==> src/rtl/josh_pkg.sv <==
// Shared types and constants for the game frame sequencer.
// Holds the FSM state encoding, pixel colours and default playfield geometry.
package josh_pkg;

  typedef enum logic [2:0] {
    IDLE  = 3'd0,
    STEP  = 3'd1,
    WAIT  = 3'd2,
    WALL  = 3'd3,
    DUDE  = 3'd4,
    DONE  = 3'd5,
    CLEAR = 3'd6
  } state_t;

  localparam logic [2:0] COL_WALL = 3'b111;
  localparam logic [2:0] COL_BG   = 3'b000;
  localparam logic [2:0] COL_DUDE = 3'b100;

  localparam int TICK_DIV_DEF = 833333;
  localparam int WALL_W_DEF   = 120;
  localparam int WALL_H_DEF   = 100;
  localparam int X_OFF_DEF    = 20;
  localparam int Y_OFF_DEF    = 10;
  localparam int DUDE_W_DEF   = 4;
  localparam int DUDE_H_DEF   = 6;

endpackage

==> src/rtl/tick_divider.sv <==
// Game tick generator: counts 0..TICK_DIV-1 while enabled and pulses on the last count.
// The counter is held at zero while disabled, so a tick never fires with en low.
module tick_divider
  import josh_pkg::*;
#(
  parameter int TICK_DIV = TICK_DIV_DEF
) (
  input  logic clk,
  input  logic reset,
  input  logic en,
  output logic tick
);

  localparam int CW = $clog2(TICK_DIV);

  logic [CW-1:0] cnt;
  logic          at_end;

  assign at_end = (cnt == CW'(TICK_DIV - 1));
  assign tick   = en && at_end;

  always_ff @(posedge clk or posedge reset) begin
    if (reset) begin
      cnt <= '0;
    end else if (!en || at_end) begin
      cnt <= '0;
    end else begin
      cnt <= cnt + 1'b1;
    end
  end

endmodule

==> src/rtl/game_frame_sequencer.sv <==
// Per-tick frame sequencer: one datapath step, then wall field and sprite scanned to the plot port.
// Build option JOSH_CLEAR_ON_EXIT_EN blanks the wall field when ingame drops.
module game_frame_sequencer
  import josh_pkg::*;
#(
  parameter int TICK_DIV = TICK_DIV_DEF,
  parameter int WALL_W   = WALL_W_DEF,
  parameter int WALL_H   = WALL_H_DEF,
  parameter int X_OFF    = X_OFF_DEF,
  parameter int Y_OFF    = Y_OFF_DEF,
  parameter int DUDE_W   = DUDE_W_DEF,
  parameter int DUDE_H   = DUDE_H_DEF
) (
  input  logic        clk,
  input  logic        reset,
  input  logic        ingame,
  output logic        step_req,
  input  logic        step_done,
  output logic [13:0] wall_rd_addr,
  input  logic        wall_rd_data,
  input  logic [6:0]  dude_x,
  input  logic [6:0]  dude_y,
  output logic        plot,
  output logic [7:0]  plot_x,
  output logic [6:0]  plot_y,
  output logic [2:0]  plot_colour,
  output logic        busy,
  output logic        frame_done,
  output logic [7:0]  overrun_cnt,
  output state_t      dbg_state
);

  // Step handshake: step_req is a one-cycle request issued from STEP; the datapath answers
  // with a one-cycle step_done, which is honoured only while waiting in WAIT.
  state_t     state, next_state;
  logic       tick;
  logic [6:0] col, row, dude_xs, dude_ys;
  logic [2:0] dx, dy;
  logic       wall_last, dude_last;
  logic       plot_r, wall_pend;
  logic [7:0] px_r;
  logic [6:0] py_r;
  logic [2:0] colour_r;
`ifdef JOSH_CLEAR_ON_EXIT_EN
  logic       ingame_q;
`endif

  tick_divider #(.TICK_DIV(TICK_DIV)) u_tick (
    .clk   (clk),
    .reset (reset),
    .en    (ingame),
    .tick  (tick)
  );

  assign wall_last    = (col == 7'(WALL_W - 1)) && (row == 7'(WALL_H - 1));
  assign dude_last    = (dx == 3'(DUDE_W - 1)) && (dy == 3'(DUDE_H - 1));
  assign wall_rd_addr = 14'(col) * 14'(WALL_H) + 14'(row);

  always_ff @(posedge clk or posedge reset) begin
    if (reset) state <= IDLE;
    else       state <= next_state;
  end

  always_comb begin
    next_state = state;
    case (state)
      IDLE:  if (tick) next_state = STEP;
      STEP:  next_state = WAIT;
      WAIT:  if (step_done) next_state = WALL;
      WALL:  if (wall_last) next_state = DUDE;
      DUDE:  if (dude_last) next_state = DONE;
      DONE:  next_state = IDLE;
`ifdef JOSH_CLEAR_ON_EXIT_EN
      CLEAR: if (wall_last) next_state = IDLE;
`endif
      default: next_state = IDLE;
    endcase
`ifdef JOSH_CLEAR_ON_EXIT_EN
    if (ingame_q && !ingame && state != CLEAR) next_state = CLEAR;
    else if (!ingame && state != CLEAR)        next_state = IDLE;
`else
    if (!ingame) next_state = IDLE;
`endif
  end

  always_comb begin
    step_req  = (state == STEP);
    busy      = (state != IDLE);
    dbg_state = state;
  end

  // Wall data arrives a cycle after its address, so its colour is muxed in at the output.
  assign plot        = plot_r;
  assign plot_x      = px_r;
  assign plot_y      = py_r;
  assign plot_colour = wall_pend ? (wall_rd_data ? COL_WALL : COL_BG) : colour_r;

  always_ff @(posedge clk or posedge reset) begin
    if (reset) begin
      col         <= '0;
      row         <= '0;
      dx          <= '0;
      dy          <= '0;
      dude_xs     <= '0;
      dude_ys     <= '0;
      plot_r      <= 1'b0;
      wall_pend   <= 1'b0;
      px_r        <= '0;
      py_r        <= '0;
      colour_r    <= '0;
      frame_done  <= 1'b0;
      overrun_cnt <= '0;
`ifdef JOSH_CLEAR_ON_EXIT_EN
      ingame_q    <= 1'b0;
`endif
    end else begin
`ifdef JOSH_CLEAR_ON_EXIT_EN
      ingame_q <= ingame;
`endif
      frame_done <= (state == DONE) && ingame;
      if (tick && state != IDLE && overrun_cnt != 8'hFF) overrun_cnt <= overrun_cnt + 8'd1;

      // Every state change restarts the scan counters, including an abort into CLEAR.
      if (state != next_state) begin
        col <= '0;
        row <= '0;
        dx  <= '0;
        dy  <= '0;
      end else if (state == WALL || state == CLEAR) begin
        if (row == 7'(WALL_H - 1)) begin
          row <= '0;
          col <= col + 7'd1;
        end else begin
          row <= row + 7'd1;
        end
      end else if (state == DUDE) begin
        if (dy == 3'(DUDE_H - 1)) begin
          dy <= '0;
          dx <= dx + 3'd1;
        end else begin
          dy <= dy + 3'd1;
        end
      end

      if (state != DUDE && next_state == DUDE) begin
        dude_xs <= dude_x;
        dude_ys <= dude_y;
      end

      plot_r    <= 1'b0;
      wall_pend <= 1'b0;
      case (state)
        WALL: if (ingame) begin
          plot_r    <= 1'b1;
          wall_pend <= 1'b1;
          px_r      <= 8'(X_OFF) + {1'b0, col};
          py_r      <= 7'(Y_OFF) + row;
        end
        DUDE: if (ingame) begin
          plot_r   <= 1'b1;
          px_r     <= 8'(X_OFF) + {1'b0, dude_xs} + {5'b0, dx};
          py_r     <= 7'(Y_OFF) + dude_ys + {4'b0, dy};
          colour_r <= COL_DUDE;
        end
`ifdef JOSH_CLEAR_ON_EXIT_EN
        CLEAR: begin
          plot_r   <= 1'b1;
          px_r     <= 8'(X_OFF) + {1'b0, col};
          py_r     <= 7'(Y_OFF) + row;
          colour_r <= COL_BG;
        end
`endif
        default: ;
      endcase
    end
  end

endmodule

==> config.mk <==
export PLATFORM = sky130hd
export DESIGN_NAME = game_frame_sequencer
export DESIGN_NICKNAME = d
export VERILOG_FILES = /design/src/rtl/josh_pkg.sv /design/src/rtl/tick_divider.sv /design/src/rtl/game_frame_sequencer.sv
export SDC_FILE = /design/constraint.sdc
export NUM_CORES = 1
export LEC_CHECK = 0
export CAP_MARGIN = 0
export CORE_MARGIN = 5
export CORE_UTILIZATION = 45
export CTS_BUF_LIST = sky130_fd_sc_hd__clkbuf_8 sky130_fd_sc_hd__clkbuf_16
export DETAILED_ROUTE_END_ITERATION = 10
export PLACE_DENSITY = 0.66
export SKIP_LAST_GASP = 1
export SYNTH_ARGS = -nofsm -noshare
export SYNTH_HDL_FRONTEND = slang
export SYNTH_SLANG_ARGS = --single-unit
==> constraint.sdc <==
create_clock -name clk -period 3.5 [get_ports clk]
set_input_delay 0.35 -clock clk [delete_from_list [all_inputs] [get_ports clk]]
set_output_delay 0.35 -clock clk [all_outputs]
set_load 0.05 [all_outputs]
Yosys cells after proc, flatten, opt, wreduce, memory -nomap -nowiden
Index checks and enable logic that the tools add are counted.
{ "word_totals": {"ff_bits": 84, "inputBits": 19} }
{ "op_classes": {"addsub": 13, "mul": 1, "n_eq_ne": 18, "mux": 32, "n_reduce_logical": 23} }
{ "op_table": {"columns": ["op", "count"], "rows": [
  ["$mux 7", 8],
  ["$mux 3", 15],
  ["$add 20x1->20 const B", 1],
  ["$eq 20x20->1 const B", 1],
  ["$mux 20", 1],
  ["$add 5x7->8 const A", 2],
  ["$mux 8", 2],
  ["$pmux 8 s2", 1],
  ["$eq 3x3->1 const B", 5],
  ["$pmux 3 s5", 1],
  ["$add 14x7->14", 1],
  ["$add 4x7->7 const A", 2],
  ["$add 7x1->7 const B", 2],
  ["$eq 7x7->1 const B", 2],
  ["$pmux 7 s2", 1],
  ["$mul 7x5->12 const B", 1],
  ["$reduce_bool 2->1", 5],
  ["$eq 3x2->1 const B", 3],
  ["$add 8x1->8 const B", 1],
  ["$add 8x3->8", 1],
  ["$ne 8x8->1 const B", 1],
  ["$add 7x3->7", 1],
  ["$logic_and 1x1->1", 7],
  ["$add 3x1->3 const B", 2],
  ["other kinds (12)", 20]
]} }

Longest topological paths before layout
{ "depth": {"word_depth": 8, "ltp_mapped": 12, "depth_no_buf": 12} }

Modules after synthesis
From an unflattened synthesis, not the netlist that was laid out.
{ "unflattened": {"cells_unflattened": 563, "area_unflattened_um2": 5444.0} }
{ "modules_own_cells": {"columns": ["mod", "instances", "cells_each", "area_each_um2", "seq_area_each_um2"], "rows": [
  ["game_frame_sequencer", 1, 450, 4396.7, 1601.5],
  ["tick_divider", 1, 113, 1047.3, 500.5]
]} }

Worst setup path before layout
No wires, ideal clock.
{ "synth_timing": {"path_type": "register to output", "start": "register col[3]", "end": "output port wall_rd_addr[12]", "t_arrival_ns": 3.643, "t_required_ns": 3.150, "path_slack_ns": -0.493, "stages_incl_launch_ff": 13, "n_path_buf": 0, "path_cell_list": "dfrtp_1 inv_1 ha_1 inv_1 ha_1 fa_1 ha_1 a211oi_1 nor2_1 xnor2_1 nor4_1 nand3_1 xnor2_1"} }
{ "synth_between": {"elab_chain_len": 2} }
{ "synth_rtl": {"columns": ["element", "line_no", "rtl"], "rows": [
  ["start, declared", "game_frame_sequencer.sv:37", "logic [6:0] col, row, dude_xs, dude_ys;"],
  ["start signal, assigned", "game_frame_sequencer.sv:132", "col <= col + 7'd1;"],
  ["$mul 7x5->12", "game_frame_sequencer.sv:57", "assign wall_rd_addr = 14'(col) * 14'(WALL_H) + 14'(row);"],
  ["$add 14x7->14", "game_frame_sequencer.sv:57", null],
  ["end, declared", "game_frame_sequencer.sv:19", "output logic [13:0] wall_rd_addr,"]
]} }
No other way between the ends.

Worst setup path in the final report
{ "layout_timing": {"start": "register col[2]", "end": "output port wall_rd_addr[13]"} }
Same word-level chain as after synthesis.

==> impl_metrics.json <==
{
  "status": "finished with violations",
  "violations": "setup timing",
  "cp_slowest_cell": "xnor3_2",
  "clock-skew-final_ns": 0.00526,
  "final_common_cell": "dfrtp_1",
  "most-common-layout-cells": "dfrtp_1, nor2_1, clkdlybuf4s50_1",
  "areaGrowthSynthToFinish_pct": 29.2,
  "swShare_pct": 23.5,
  "diodes": 0,
  "synth_cell_types": 54,
  "required_ns": 3.15,
  "hpwl_um": 9120,
  "cp.depth": 13,
  "p_seq_share_pct": 44.8,
  "clk_latency_ns": 0.34,
  "via_per_inst": 5.40,
  "core_area_sq_um": 11900,
  "place_congestion": 0.847,
  "dr.pass1.iters": 4,
  "track_usage_pct": 17.6,
  "postSynthAreaPerCell_sq_um": 9.49,
  "synth_edf_count": 0,
  "syn_inst": 572,
  "yosysTopAreaCell": "dfrtp_1",
  "die_height_um": 120,
  "rows": 40,
  "drv_cap": 0,
  "rsz0062_at_grt": "yes",
  "remaining_drc_errors": 0,
  "finalPower_w": 0.00223,
  "slew_violations": 0,
  "worst-path-buf-inv": 3,
  "grt_max_degree": 47,
  "relSlewSlack_pct": 50.3,
  "vias": 4357,
  "synth_seq_area_share_pct": 38.7,
  "htreeDepth": 3,
  "tightest_slew_ns": 0.745,
  "cts.sinks": 84,
  "antenna_found_initial": 0,
  "reg2regPathDepth": 6,
  "layout_min_cycle_time_ns": 3.74,
  "clk_path_buf_depth": 2,
  "fmax_mhz": 267,
  "ys.flop_type": "dfrtp_1",
  "clockPowerShare_pct": 44.3,
  "worstSetupStartpointType": "flop",
  "worst_path_largest_cell_delay_ns": 0.45,
  "fp.dieArea_sq_um": 14400,
  "crit_chain": "buf_4, buf_4, ha_1, ha_1, ha_1, ha_4, o21ai_1, o21bai_1, a21oi_2, nand2b_1, a21oi_1, xnor3_2, buf_12",
  "grt_pass1_vias": 4432,
  "synthArstFlopShare_pct": 100,
  "setup_slack_ns": -0.245,
  "ios": 66,
  "syn_area_sq_um": 5430,
  "first_iter_violations": 168,
  "path_class": "reg -> out",
  "crit_path_max_fanout": 6,
  "final_nets": 738,
  "combPwrFrac_pct": 11.0,
  "hold_violations": 0,
  "power_leakage_nw": 3.30,
  "routed_wl_um": 12300,
  "min_period_over_period_pct": 107,
  "power.net_switching_w": 0.000524,
  "dieWidth_um": 120,
  "clkSlewWorstSetupHoldPaths_ns": 0.06,
  "synth_fp_nets": 654,
  "cp-end-kind": "primary output",
  "drive_gt1_share_pct": 16.1,
  "overflow": 0,
  "synthTopCellsByArea": "dfrtp_1, ha_1, xnor2_1, nor2_1, xor2_1",
  "ys_ff_latch": 84,
  "start_util_pct": 45.6,
  "yosysWarningCount": 0,
  "power.density_nw_per_um2": 318,
  "grt_first_pass_wirelength_um": 20500,
  "root_buffer": "clkbuf_16",
  "routedWlPerCell_um": 15.3,
  "crit_arrival_ns": 3.39,
  "crit_family": "adder cells",
  "holdWs_ns": 0.416,
  "min_path_type": "in -> async",
  "cp_common_cell": "ha_1",
  "detail-route-antenna-nets": 0,
  "cts_made_buffers": 9,
  "port_buffers": 65,
  "p_int_w": 0.00170,
  "yosysTopAreaCellShare_pct": 38.7,
  "setup_viol": 3,
  "peakVddDrop_mv": 0.259,
  "cts_tree": "built"
}
[power by group through the flow]
stage	clock network [W]	logic [W]	registers, W
global route	0.00105	0.000268	0.000998
finish	0.000986	0.000244	0.000997
CTS	0.00101	0.000236	0.000996
floorplan	0	0.000139	0.00101
global placement	0	0.000223	0.00101
detailed placement	0	0.000228	0.00101
[area by class of cell]
cell class	instances	area, sq um
Timing Repair Buffer	95	956
Sequential cell	84	2100
Fill cell	1055	4900
Tap cell	147	184
Clock buffer	9	225
Inverter	38	144
Clock inverter	6	80.1
Multi-Input combinational cell	428	3320
[stage by stage]
step           cell area [sq um]  util (%)  cells  setup TNS, ns  setup slack [ns]
2_1_floorplan               5520         -    572        -0.0168           -0.0168
3_3_place_gp                6520      54.7    787        -0.0115           -0.0115
3_5_place_dp                6520      54.7    787         -0.218           -0.0898
4_1_cts                     6910      58.0    805         -0.811            -0.284
5_1_grt                     7010      58.9    807          -1.12            -0.378
6_report                    7010      58.9    807         -0.606            -0.245
[cells in the mapped netlist (3+ instances only)]
| master | number |
|---|---|
| nand3_1 | 9 |
| a31oi_1 | 8 |
| and2_1 | 6 |
| and3_1 | 5 |
| ha_1 | 58 |
| buf_4 | 3 |
| nand4b_1 | 3 |
| or3_1 | 7 |
| o211ai_1 | 4 |
| nand2b_1 | 6 |
| xor2_1 | 25 |
| mux2_2 | 14 |
| a21o_1 | 5 |
| mux2i_1 | 3 |
| dfrtp_1 | 84 |
| buf_2 | 3 |
| xnor2_1 | 32 |
| nor2_1 | 72 |
| inv_1 | 38 |
| nand2_1 | 42 |
| nor2b_1 | 6 |
| clkbuf_1 | 14 |
| nand4_1 | 13 |
| o21bai_1 | 6 |
| a21oi_1 | 35 |
| nor3_1 | 8 |
| o21ai_0 | 26 |
| fa_1 | 5 |
[kinds of logic (layout without fill, tap and decap cells)]
| group | after synthesis | after routing | share of synthesized area [%] |
|---|---|---|---|
| buffers and inverters | 60 | 148 | 4.57 |
| xor gates and xnor gates | 58 | 58 | 9.61 |
| muxes | 17 | 17 | 3.46 |
| DFF | 84 | 84 | 38.7 |
| and+or+nand+nor | 192 | 192 | 17.5 |
| adders and majority gates | 63 | 63 | 15.2 |
| AOI/OAI and AO/OA | 98 | 98 | 10.9 |
[path summary, 6_finish.rpt]
check	from	to	slack [ns]
setup / recovery	col[2]	wall_rd_addr[13]	-0.24
min in group clk	colour_r[2]	colour_r[2]	0.48
max in group asynchronous	reset	overrun_cnt[7]	2.40
hold / removal	reset	dude_ys[2]	0.42
hold reg to reg	colour_r[2]	colour_r[2]	0.48
setup reg to reg	row[0]	dude_xs[1]	0.89
[state kept, by name, indices dropped and copies added (netlist names), 3 cells and up]
| signal | cells |
|---|---|
| u_tick.cnt | 20 |
| overrun_cnt | 8 |
| plot_x | 8 |
| col | 7 |
| dude_xs | 7 |
| dude_ys | 7 |
| plot_y | 7 |
| row | 7 |
| dbg_state | 3 |
| dx | 3 |
| dy | 3 |
[metal layers]
| layer | wire length, um | vias up | GRT usage, % | share of wire, % |
|---|---|---|---|---|
| met3 | 495 | 18 | 5.51 | 4.0 |
| met2 | 6270 | 65 | 30.8 | 51 |
| li1 | - | 2122 | - | - |
| met4 | 206 | 0 | 4.80 | 1.7 |
| met5 | 0 | - | 0 | 0 |
| met1 | 5340 | 2152 | 21.0 | 43 |
[worst reg2reg max path: stages, from the launching register on]
cell and delay [ns]:
dfrtp_1 0.50, ha_1 0.28, nand2b_1 0.13, nor4_4 0.40
inv_1 0.15, nor2_2 0.62, mux2_2 0.42
[timing repair]
action                     4_1_cts  5_1_grt
pin swaps                       10       13
setup endpoints to repair        5        5
setup buffers                    3        2
gates resized for setup         10       13
hold endpoints to repair         0        0
hold buffers                     0        0
Note: power is estimated with default switching activity, not from simulation.
